[src/rtl/audio_pkg.sv]
`default_nettype none
// ============================================================================
// Module      : audio_pkg
// Description : Shared types and default constants for the audio stream paths.
// Revision    : 1.0 - initial release
// ============================================================================
package audio_pkg;

    typedef enum logic {
        AUDIO_MODE_I2S = 1'b0,
        AUDIO_MODE_LJ  = 1'b1
    } audio_mode_e;

    typedef enum logic [1:0] {
        IDLE  = 2'd0,
        ARM   = 2'd1,
        LOAD  = 2'd2,
        SHIFT = 2'd3
    } tx_state_e;

    localparam int SAMPLE_W_DEF   = 24;
    localparam int SLOT_W_DEF     = 32;
    localparam int UNDERRUN_CNT_W = 16;

endpackage
`default_nettype wire

[src/rtl/audio_sync_fifo.sv]
`default_nettype none
// ============================================================================
// Module      : audio_sync_fifo
// Description : Single-clock show-ahead FIFO with registered level/full/empty
//               and synchronous flush.
// Revision    : 1.0 - initial release
// ============================================================================
module audio_sync_fifo #(
    parameter int WIDTH = 48,
    parameter int DEPTH = 64
) (
    input  logic                     clk,
    input  logic                     reset_n,
    input  logic                     flush,
    input  logic                     wr_en,
    input  logic [WIDTH-1:0]         wr_data,
    input  logic                     rd_en,
    output logic [WIDTH-1:0]         rd_data,
    output logic [$clog2(DEPTH):0]   level,
    output logic                     full,
    output logic                     empty
);

    localparam int c_aw = $clog2(DEPTH);
    localparam int c_lw = c_aw + 1;

    logic [WIDTH-1:0] r_mem [DEPTH];
    logic [c_aw-1:0]  r_wr_ptr;
    logic [c_aw-1:0]  r_rd_ptr;
    logic [c_lw-1:0]  r_level;
    logic [c_lw-1:0]  w_level_nxt;
    logic             r_full;
    logic             r_empty;
    logic             w_push;
    logic             w_pop;

    // Flush wins over any same-cycle transfer so the level lands on zero.
    assign w_push = wr_en && !r_full && !flush;
    assign w_pop  = rd_en && !r_empty && !flush;

    always_comb begin
        w_level_nxt = r_level;
        if (w_push && !w_pop) begin
            w_level_nxt = r_level + c_lw'(1);
        end else if (!w_push && w_pop) begin
            w_level_nxt = r_level - c_lw'(1);
        end
    end

    always_ff @(posedge clk) begin
        if (w_push) begin
            r_mem[r_wr_ptr] <= wr_data;
        end
    end

    always_ff @(posedge clk or negedge reset_n) begin
        if (!reset_n) begin
            r_wr_ptr <= '0;
            r_rd_ptr <= '0;
            r_level  <= '0;
            r_full   <= 1'b0;
            r_empty  <= 1'b1;
        end else if (flush) begin
            r_wr_ptr <= '0;
            r_rd_ptr <= '0;
            r_level  <= '0;
            r_full   <= 1'b0;
            r_empty  <= 1'b1;
        end else begin
            if (w_push) begin
                r_wr_ptr <= r_wr_ptr + c_aw'(1);
            end
            if (w_pop) begin
                r_rd_ptr <= r_rd_ptr + c_aw'(1);
            end
            r_level <= w_level_nxt;
            r_full  <= (w_level_nxt == c_lw'(DEPTH));
            r_empty <= (w_level_nxt == '0);
        end
    end

    assign rd_data = r_mem[r_rd_ptr];
    assign level   = r_level;
    assign full    = r_full;
    assign empty   = r_empty;

endmodule
`default_nettype wire

[src/rtl/audio_dac_stream_tx.sv]
`default_nettype none
// ============================================================================
// Module      : audio_dac_stream_tx
// Description : Buffered PCM stream to codec DACDAT serialiser, slaved to
//               external BCLK/DACLRCK. Optional underrun counter enabled by
//               defining AUDIO_DAC_UNDERRUN_CNT_EN.
// Revision    : 1.0 - initial release
// ============================================================================
module audio_dac_stream_tx
    import audio_pkg::*;
#(
    parameter int SAMPLE_W   = SAMPLE_W_DEF,
    parameter int SLOT_W     = SLOT_W_DEF,
    parameter int NUM_CH     = 2,
    parameter int FIFO_DEPTH = 64,
    parameter int MODE       = 0
) (
    input  logic                          clk,
    input  logic                          reset_n,
    input  logic                          enable,
    input  logic                          flush,
    input  logic [NUM_CH*SAMPLE_W-1:0]    s_data,
    input  logic                          s_valid,
    output logic                          s_ready,
    input  logic                          bclk_in,
    input  logic                          lrck_in,
    output logic                          dacdat,
    output logic [$clog2(FIFO_DEPTH):0]   fifo_level,
    output logic                          underrun,
    output logic [UNDERRUN_CNT_W-1:0]     underrun_count
);

    localparam int c_frame_w = NUM_CH * SLOT_W;
    localparam int c_cnt_w   = $clog2(c_frame_w + 1);
    localparam bit c_i2s     = (MODE == int'(AUDIO_MODE_I2S));

    logic [2:0]                   r_bclk_sync;
    logic [2:0]                   r_lrck_sync;
    logic                         w_fall_b;
    logic                         w_fall_lr;
    tx_state_e                    r_state;
    tx_state_e                    w_state_nxt;
    logic                         w_pop;
    logic                         w_fifo_full;
    logic                         w_fifo_empty;
    logic [NUM_CH*SAMPLE_W-1:0]   w_fifo_rd_data;
    logic [c_frame_w-1:0]         w_frame_load;
    logic [c_frame_w-1:0]         r_shift;
    logic [c_cnt_w-1:0]           r_bit_cnt;
    logic                         r_i2s_gap;
    logic                         r_dacdat;
    logic                         r_underrun;

    audio_sync_fifo #(
        .WIDTH (NUM_CH*SAMPLE_W),
        .DEPTH (FIFO_DEPTH)
    ) u_fifo (
        .clk     (clk),
        .reset_n (reset_n),
        .flush   (flush),
        .wr_en   (s_valid),
        .wr_data (s_data),
        .rd_en   (w_pop),
        .rd_data (w_fifo_rd_data),
        .level   (fifo_level),
        .full    (w_fifo_full),
        .empty   (w_fifo_empty)
    );

    assign s_ready = !w_fifo_full;

    // Stage [0]/[1] synchronise, stage [2] is the delayed copy for edge detect.
    always_ff @(posedge clk or negedge reset_n) begin
        if (!reset_n) begin
            r_bclk_sync <= '0;
            r_lrck_sync <= '0;
        end else begin
            r_bclk_sync <= {r_bclk_sync[1:0], bclk_in};
            r_lrck_sync <= {r_lrck_sync[1:0], lrck_in};
        end
    end

    assign w_fall_b  = r_bclk_sync[2] && !r_bclk_sync[1];
    assign w_fall_lr = r_lrck_sync[2] && !r_lrck_sync[1];

    always_ff @(posedge clk or negedge reset_n) begin
        if (!reset_n) begin
            r_state <= IDLE;
        end else begin
            r_state <= w_state_nxt;
        end
    end

    always_comb begin
        w_state_nxt = r_state;
        case (r_state)
            IDLE:    if (enable) w_state_nxt = ARM;
            ARM:     if (w_fall_lr) w_state_nxt = LOAD;
            LOAD:    w_state_nxt = SHIFT;
            SHIFT:   if (w_fall_lr) w_state_nxt = LOAD;
            default: w_state_nxt = IDLE;
        endcase
        if (!enable) begin
            w_state_nxt = IDLE;
        end
    end

    assign w_pop = (r_state == LOAD) && enable;

    // Channel 0 occupies the most significant slot so it leaves first.
    for (genvar ch = 0; ch < NUM_CH; ch++) begin : g_slot
        assign w_frame_load[c_frame_w-1-ch*SLOT_W -: SLOT_W] =
            SLOT_W'(w_fifo_rd_data[ch*SAMPLE_W +: SAMPLE_W]) << (SLOT_W - SAMPLE_W);
    end

    always_ff @(posedge clk or negedge reset_n) begin
        if (!reset_n) begin
            r_shift    <= '0;
            r_bit_cnt  <= '0;
            r_i2s_gap  <= 1'b0;
            r_dacdat   <= 1'b0;
            r_underrun <= 1'b0;
        end else begin
            r_underrun <= 1'b0;
            case (r_state)
                LOAD: begin
                    if (enable) begin
                        r_shift    <= w_fifo_empty ? '0 : w_frame_load;
                        r_bit_cnt  <= '0;
                        r_i2s_gap  <= c_i2s;
                        r_underrun <= w_fifo_empty;
                    end
                end
                SHIFT: begin
                    // A coincident frame edge resyncs instead of shifting.
                    if (w_fall_b && !w_fall_lr && enable) begin
                        if (r_i2s_gap) begin
                            r_dacdat  <= 1'b0;
                            r_i2s_gap <= 1'b0;
                        end else if (r_bit_cnt != c_cnt_w'(c_frame_w)) begin
                            r_dacdat  <= r_shift[c_frame_w-1];
                            r_shift   <= r_shift << 1;
                            r_bit_cnt <= r_bit_cnt + c_cnt_w'(1);
                        end else begin
                            r_dacdat <= 1'b0;
                        end
                    end
                end
                default: ;
            endcase
            if (!enable || r_state == IDLE || r_state == ARM) begin
                r_dacdat <= 1'b0;
            end
        end
    end

    assign dacdat   = r_dacdat;
    assign underrun = r_underrun;

`ifdef AUDIO_DAC_UNDERRUN_CNT_EN
    logic [UNDERRUN_CNT_W-1:0] r_underrun_cnt;

    always_ff @(posedge clk or negedge reset_n) begin
        if (!reset_n) begin
            r_underrun_cnt <= '0;
        end else if (flush) begin
            r_underrun_cnt <= '0;
        end else if (r_underrun && (r_underrun_cnt != '1)) begin
            r_underrun_cnt <= r_underrun_cnt + UNDERRUN_CNT_W'(1);
        end
    end

    assign underrun_count = r_underrun_cnt;
`else
    assign underrun_count = '0;
`endif

endmodule
`default_nettype wire

[config.mk]
export PLATFORM = sky130hd
export DESIGN_NAME = audio_dac_stream_tx
export DESIGN_NICKNAME = d
export VERILOG_FILES = /design/src/rtl/audio_pkg.sv /design/src/rtl/audio_sync_fifo.sv /design/src/rtl/audio_dac_stream_tx.sv
export SDC_FILE = /design/constraint.sdc
export NUM_CORES = 2
export LEC_CHECK = 0
export BUFFER_PORTS_ARGS = -buffer_cell sky130_fd_sc_hd__clkbuf_2
export CAP_MARGIN = 5
export CORE_MARGIN = 1.5
export CORE_UTILIZATION = 57
export CTS_CLUSTER_SIZE = 30
export DETAILED_ROUTE_END_ITERATION = 10
export PLACE_DENSITY_LB_ADDON = 0.15
export SLEW_MARGIN = 20
export SYNTH_ARGS = -nofsm -noshare
export SYNTH_HDL_FRONTEND = slang
export SYNTH_HIERARCHICAL = 1
export SYNTH_SLANG_ARGS = --single-unit
[constraint.sdc]
create_clock -name clk -period 3.8 [get_ports clk]
set_clock_uncertainty 0.2 [all_clocks]
set_input_delay 0.76 -clock clk [delete_from_list [all_inputs] [get_ports clk]]
set_output_delay 0.76 -clock clk [all_outputs]
set_load 0.02 [all_outputs]
# Word level (Yosys, flattened, before mapping)
# Memories as Yosys holds them, arrays and structs flattened.
# Cells that the tools add are included.
# word_totals
regBits	103
out_inout_bits	26
ram_bits	3072
memories	1
# mem_list
name	depth	width	rd	rd_clocked_by_memory_dff	write_ports	line	text
u_fifo.r_mem	64	48	1	0	1	audio_sync_fifo.sv:27	logic [WIDTH-1:0] r_mem [DEPTH];
# op_classes
reduce_logical	33
n_mux	35
n_eq_ne	10
n_addsub	5
# op_table
op	count
64-bit two-way mux	5
64-bit case mux with 2 select lines	1
7-bit two-way mux	7
6-bit two-way mux	4
7-bit by 1-bit adder with 7-bit output, second input constant	2
7-bit case mux with 2 select lines	1
1-bit two-way mux	13
6-bit by 1-bit adder with 6-bit output, second input constant	2
1-bit logical AND	11
2-bit nonzero test	5
1-bit zero test	9
2-bit != test, second input constant	4
7-bit equality test, second input constant	1
7-bit zero test	1
7-bit != test, second input constant	1
7-bit by 1-bit subtractor with 7-bit output, second input constant	1
2-bit case mux with 3 select lines	1
5-bit AND reduction	1
2-bit equality test, second input constant	2
2-bit two-way mux	2
3-bit by 2-bit != test with 1-bit output, second input constant	1
3-bit AND reduction	1
2-bit by 1-bit equality test with 1-bit output, second input constant	1
2-bit zero test	1
4 further kinds	5

# Logic depth before layout (Yosys ltp)
# depth
word_depth	9
mapped_depth	14
depth_no_buf	8

# By module
# Netlist, hierarchy kept.
# modules_own_cells
mod	area_each_um2	cells_each	n_inst
audio_sync_fifo	117935.6	5214	1
audio_dac_stream_tx	3867.5	383	1

# Worst setup path after synthesis
# Ideal clock, no wire load.
# synth_timing
path_kind	input to register
startpoint	input port s_valid
endpoint	memory u_fifo.r_mem[63][0], enable pin
setup_ps	454
required_time_ps	3146
slack_ps	-681
t_arrival_ps	3827
cell_stages	6
n_path_buf	2
cell_sequence	nor2b_1 -> clkbuf_1 -> nand4_1 -> or2_2 -> clkbuf_1 -> nor2_1
# synth_between
elab_chain_cells	4
# synth_rtl
item	line	text
from (decl)	audio_dac_stream_tx.sv:23	input logic s_valid,
1-bit logical AND (2 in a row)	audio_sync_fifo.sv:38	assign w_push = wr_en && !r_full && !flush;
1-bit two-way mux	audio_sync_fifo.sv:51	if (w_push) begin
1-bit two-way mux (implied by the code)	audio_sync_fifo.sv:52	r_mem[r_wr_ptr] <= wr_data;
to (decl)	audio_sync_fifo.sv:27	
# No other way between the ends.

# Worst setup path after layout
# layout_timing
startpoint	register u_fifo.r_rd_ptr[4]
endpoint	register r_shift[30]
# layout_between
elab_chain_cells	4
# layout_rtl
item	line	text
from (decl)	audio_sync_fifo.sv:29	logic [c_aw-1:0] r_rd_ptr;
from (signal assigned)	audio_sync_fifo.sv:74	r_rd_ptr <= r_rd_ptr + c_aw'(1);
memory read 64 x 48 bit	-	
net w_fifo_rd_data[46]	audio_dac_stream_tx.sv:46	logic [NUM_CH*SAMPLE_W-1:0] w_fifo_rd_data;
64-bit two-way mux	audio_dac_stream_tx.sv:128	r_shift <= w_fifo_empty ? '0 : w_frame_load;
64-bit two-way mux	audio_dac_stream_tx.sv:127	if (enable) begin
64-bit case mux with 2 select lines	audio_dac_stream_tx.sv:125	case (r_state)
to (signal assigned)	audio_dac_stream_tx.sv:128	
to (signal assigned)	audio_dac_stream_tx.sv:142	r_shift <= r_shift << 1;
to (decl)	audio_dac_stream_tx.sv:48	logic [c_frame_w-1:0] r_shift;
# The timed path passes the listed nets, and every way through them passes these cells. The select of a mux whose other input is x is not followed.
# A chain may end at the register's enable or synchronous reset.

==> reports/results.tsv <==
stage	metric	value	unit
run_status	status	finished with violations	
run_status	violations	DRC, setup timing	
placed_design	place_ws	0.05870	ns
die	die_h	465.3	µm
sta	rsz0062_at_grt	false	
pwr	ir_drop	0.5195	mV
synth	netlist_top_cells_area	edfxtp_1 76%, mux4_2 13%, dfrtp_1 1.9%	
synth	ys_ff_latch	3167	
finish	fin_util	65.68	%
setup_path	crit_type	reg2reg	
grt	grt_pass1_wl	462400	µm
placed_design	dp_hpwl	188000	µm
setup_path	start_kind	register	
clock_tree	root_buffer	clkbuf_16	
setup_path	crit_arrival	4.45	ns
finish	area_growth	14.47	%
sta	fin_crit_sh	101.0	%
synth	synth_top_area_cell	edfxtp_1	
synth	seq_area_frac_synth	77.69	%
setup_path	rr_endpoint	r_shift[30]	
placed_design	dp.cells	8538	
sta	max_freq	0.2605	GHz
die	fp.dieW	465.3	µm
finish	fin_cells	9136	
sta	setup_viol	1	
die	rows	169	
clock_tree	numCtsBuffers	330	
grt	grt_max_degree	107	
detailed_routing	wl_per_cell	35.93	µm
detailed_routing	firstDrtPassIters	8	
synth	netlist_instances	5597	
detailed_routing	drc	8	
grt	overflow	0	
synth	synth_edf_count	3072	
die	core-area	212300	µm²
synth	synth_cell_type_count	66	
setup_path	cp_max_fo	12	
setup_path	critical_path.slowest_cell	a211oi_1	
worst_hold_path	hold-path-endpoint	u_fifo/r_mem[30][27]	
sta	slew_headroom	23.50	%
synth	yosysTopAreaCellShare	75.74	%
sta	tightest_slew	1.142	ns
setup_path	end_kind	register	
grt	grt_pass1_vias	61520	
sta	tns	-0.03812	ns
clock_tree	cts_tree	done	
setup_path	regToRegStartpoint	u_fifo/r_rd_ptr[4]	
finish	drive_gt1_share	28.25	%
detailed_routing	drt_iter0_drc	7978	
setup_path	r2r_slack	-0.04	ns
job	max-cap-violations	0	
sta	period_minus_slack	3.838	ns
synth	async_reset_ff_share	3.000	%
sta	worst_slack	-0.03812	ns
clock_tree	clk_pin_slew_worst_paths	0.06	ns
worst_hold_path	hold_path.class	in2reg	
die	start_util	57.37	%
pwr	leakagePower	42.91	nW
synth	netlist_area	121800	µm²
setup_path	rr_worst_depth	10	
placed_design	io_buffers	64	
clock_tree	max-clock-path-buffers	4	
clock_tree	h-tree-depth	5	
finish	nFillCells	13690	
setup_path	required	4.41	ns
setup_path	crit_path_frequent_cell	buf_4	
die	ioPinCount	81	
placed_design	routabilityCongestion	0.8516	
sta	finalMaxSlewViolations	0	
setup_path	max_stage_delay	0.86	ns
finish	fin_nets	6120	
synth	synth_ff_type	edfxtp_1	
sta	hold_viol	0	
detailed_routing	vias	62360	
detailed_routing	ant_nets	0	
setup_path	path_buf_inv	3	
setup_path	cp_cell_sequence	buf_4 -> buf_4 -> nand3_1 -> a211oi_1 -> a211oi_1 -> and3_1 -> nor3b_1 -> buf_4 -> a21oi_1 -> mux2i_1	
setup_path	crit_family	compound AO/OA/AOI/OAI gates	
detailed_routing	routed_wl	328200	µm
clock_tree	clk_latency	0.96	ns
pwr	powerDensity	516.7	nW/µm²
detailed_routing	drt-vias-per-instance	6.826	
clock_tree	cts_sinks	3167	
worst_hold_path	min-delay-start	s_data[27]	
synth	yosys_warnings	6	
grt	antenna_found_initial	13	
worst_hold_path	hold_depth	1	
grt	grt.total_usage	30.54	%
synth	synth.avg_cell_area	21.76	µm²
die	die_area	216500	µm²
==> area by class of cell <==
| type | instances | area (µm²) | share of cell area, % |
|---|---|---|---|
| clock inverter | 184 | 1882 | 1.350 |
| clock buffer | 393 | 8621 | 6.183 |
| multi-input combinational | 2046 | 25650 | 18.39 |
| tap | 2821 | 3530 | 2.531 |
| timing repair buffer | 450 | 4840 | 3.471 |
| inverter | 64 | 240.2 | 0.1723 |
| sequential | 3167 | 94640 | 67.88 |
| antenna | 11 | 27.53 | 0.01974 |
==> Yosys cell counts (4+ instances only) <==
cell and instances:
clkbuf_1 117, nor4_1 22, a31oi_1 5, buf_6 19, o22ai_1 194, edfxtp_1 3072
xnor2_1 9, ha_1 6, nor3b_1 51, a221oi_1 37, nand3_1 18, a21oi_1 79
o22a_1 14, buf_2 88, a32oi_1 4, o211ai_1 17, a22oi_1 17, dfrtp_1 94
or2_2 9, and3b_1 4, mux2i_1 220, a211oi_1 44, mux2_2 90, nor3_1 31
and3_1 23, inv_1 63, or3_1 8, nor2_1 123, mux4_2 692, buf_1 20
nand2b_1 19, o21ai_0 57, and2_1 5, nand4_1 4, or4_1 16, nor2b_1 40
buf_4 89, o221ai_1 42, nand2_1 94
==> registers in the layout, summed over array words and instances (netlist names) <==
name	flops
u_fifo/r_mem	3072
r_shift	56
r_bit_cnt	7
u_fifo/level	7
u_fifo/r_rd_ptr	6
u_fifo/r_wr_ptr	6
r_bclk_sync	3
r_lrck_sync	3
r_state	2
dacdat	1
r_i2s_gap	1
u_fifo/empty	1
u_fifo/full	1
underrun	1
==> metrics by stage <==
step / total power [mW] / instance area (µm²) / hold WS [ns]
floorplan: 39.93 / 121900 / 0.1312
global placement: 40.99 / 128800 / 0.1478
detailed placement: 41.06 / 128800 / 0.1435
CTS: 72.41 / 139300 / 0.1198
global route: 73.87 / 139400 / 0.02267
finish: 72.04 / 139400 / 0.04975
==> routing by layer <==
layer	vias up	wire [µm]	GRT usage [%]
li1	24500	-	-
met1	33500	128400	44.58
met2	3738	152600	46.00
met3	610	34720	6.533
met4	10	12460	11.60
met5	-	69	0
==> where the power goes <==
| group | leakage, nW | switching [mW] | internal [mW] |
|---|---|---|---|
| Sequential | 28.8 | 0.402 | 38.5 |
| Clock | 5.12 | 12.9 | 18.8 |
| Combinational | 8.95 | 1.01 | 0.392 |
| Total | 42.9 | 14.3 | 57.7 |
==> cell families (layout without fill, tap and decap cells) <==
| group | count (synthesis) | after routing | share of synthesized area [%] |
|---|---|---|---|
| buffers and inverters | 399 | 1091 | 1.730 |
| adder cells (fa/ha/maj) | 6 | 6 | 0.06163 |
| XOR/XNOR | 12 | 12 | 0.08630 |
| AO/OA/AOI/OAI | 526 | 526 | 2.894 |
| AND/OR/NAND/NOR | 484 | 484 | 2.102 |
| flip-flops | 3167 | 3167 | 77.69 |
| multiplexers | 1002 | 1002 | 15.44 |
| other | 1 | 27 | 0.003079 |
==> cell usage in the layout (no fill, tap or decap), types with 22 or more instances in the layout <==
master     netlist  final
a221oi_1        37     37
nor4_1          22     22
bufinv_16        0     39
a21oi_1         79     78
clkbuf_2         0     42
mux2_2          90     90
a211oi_1        44     44
buf_12           0    126
clkinv_2         0     53
nor2_4           0     64
clkinv_1         1     73
nor3b_1         51     51
clkbuf_16        0    335
and3_1          23     23
nor3_1          31     31
nor2_1         123     59
nand2_1         94     91
dfrtp_1         94     88
edfxtp_1      3072   3072
clkbuf_1       117     56
mux4_2         692    692
nor2b_1         40     38
inv_1           63     62
o22ai_1        194    194
o21ai_0         57     57
buf_4           89    265
mux2i_1        220    220
o221ai_1        42     42
==> how the worst max path moves through the flow <==
stage,from,to,cells past startpoint
global route,u_fifo/r_rd_ptr[4],r_shift[30],10
floorplan,s_valid,u_fifo/r_mem[63][0],6
CTS,u_fifo/r_rd_ptr[4],r_shift[30],10
global placement,u_fifo/r_rd_ptr[1],r_shift[42],11
finish,u_fifo/r_rd_ptr[4],r_shift[30],10
detailed placement,u_fifo/r_rd_ptr[1],r_shift[42],11
==> timing repair <==
action	in CTS	in global routing
gates resized for setup	1	0
endpoints found under the setup margin	1	1
buffers inserted	0	4
hold buffers	5	0
hold endpoints to repair	50	0
Power figures use the tool's default switching activity.
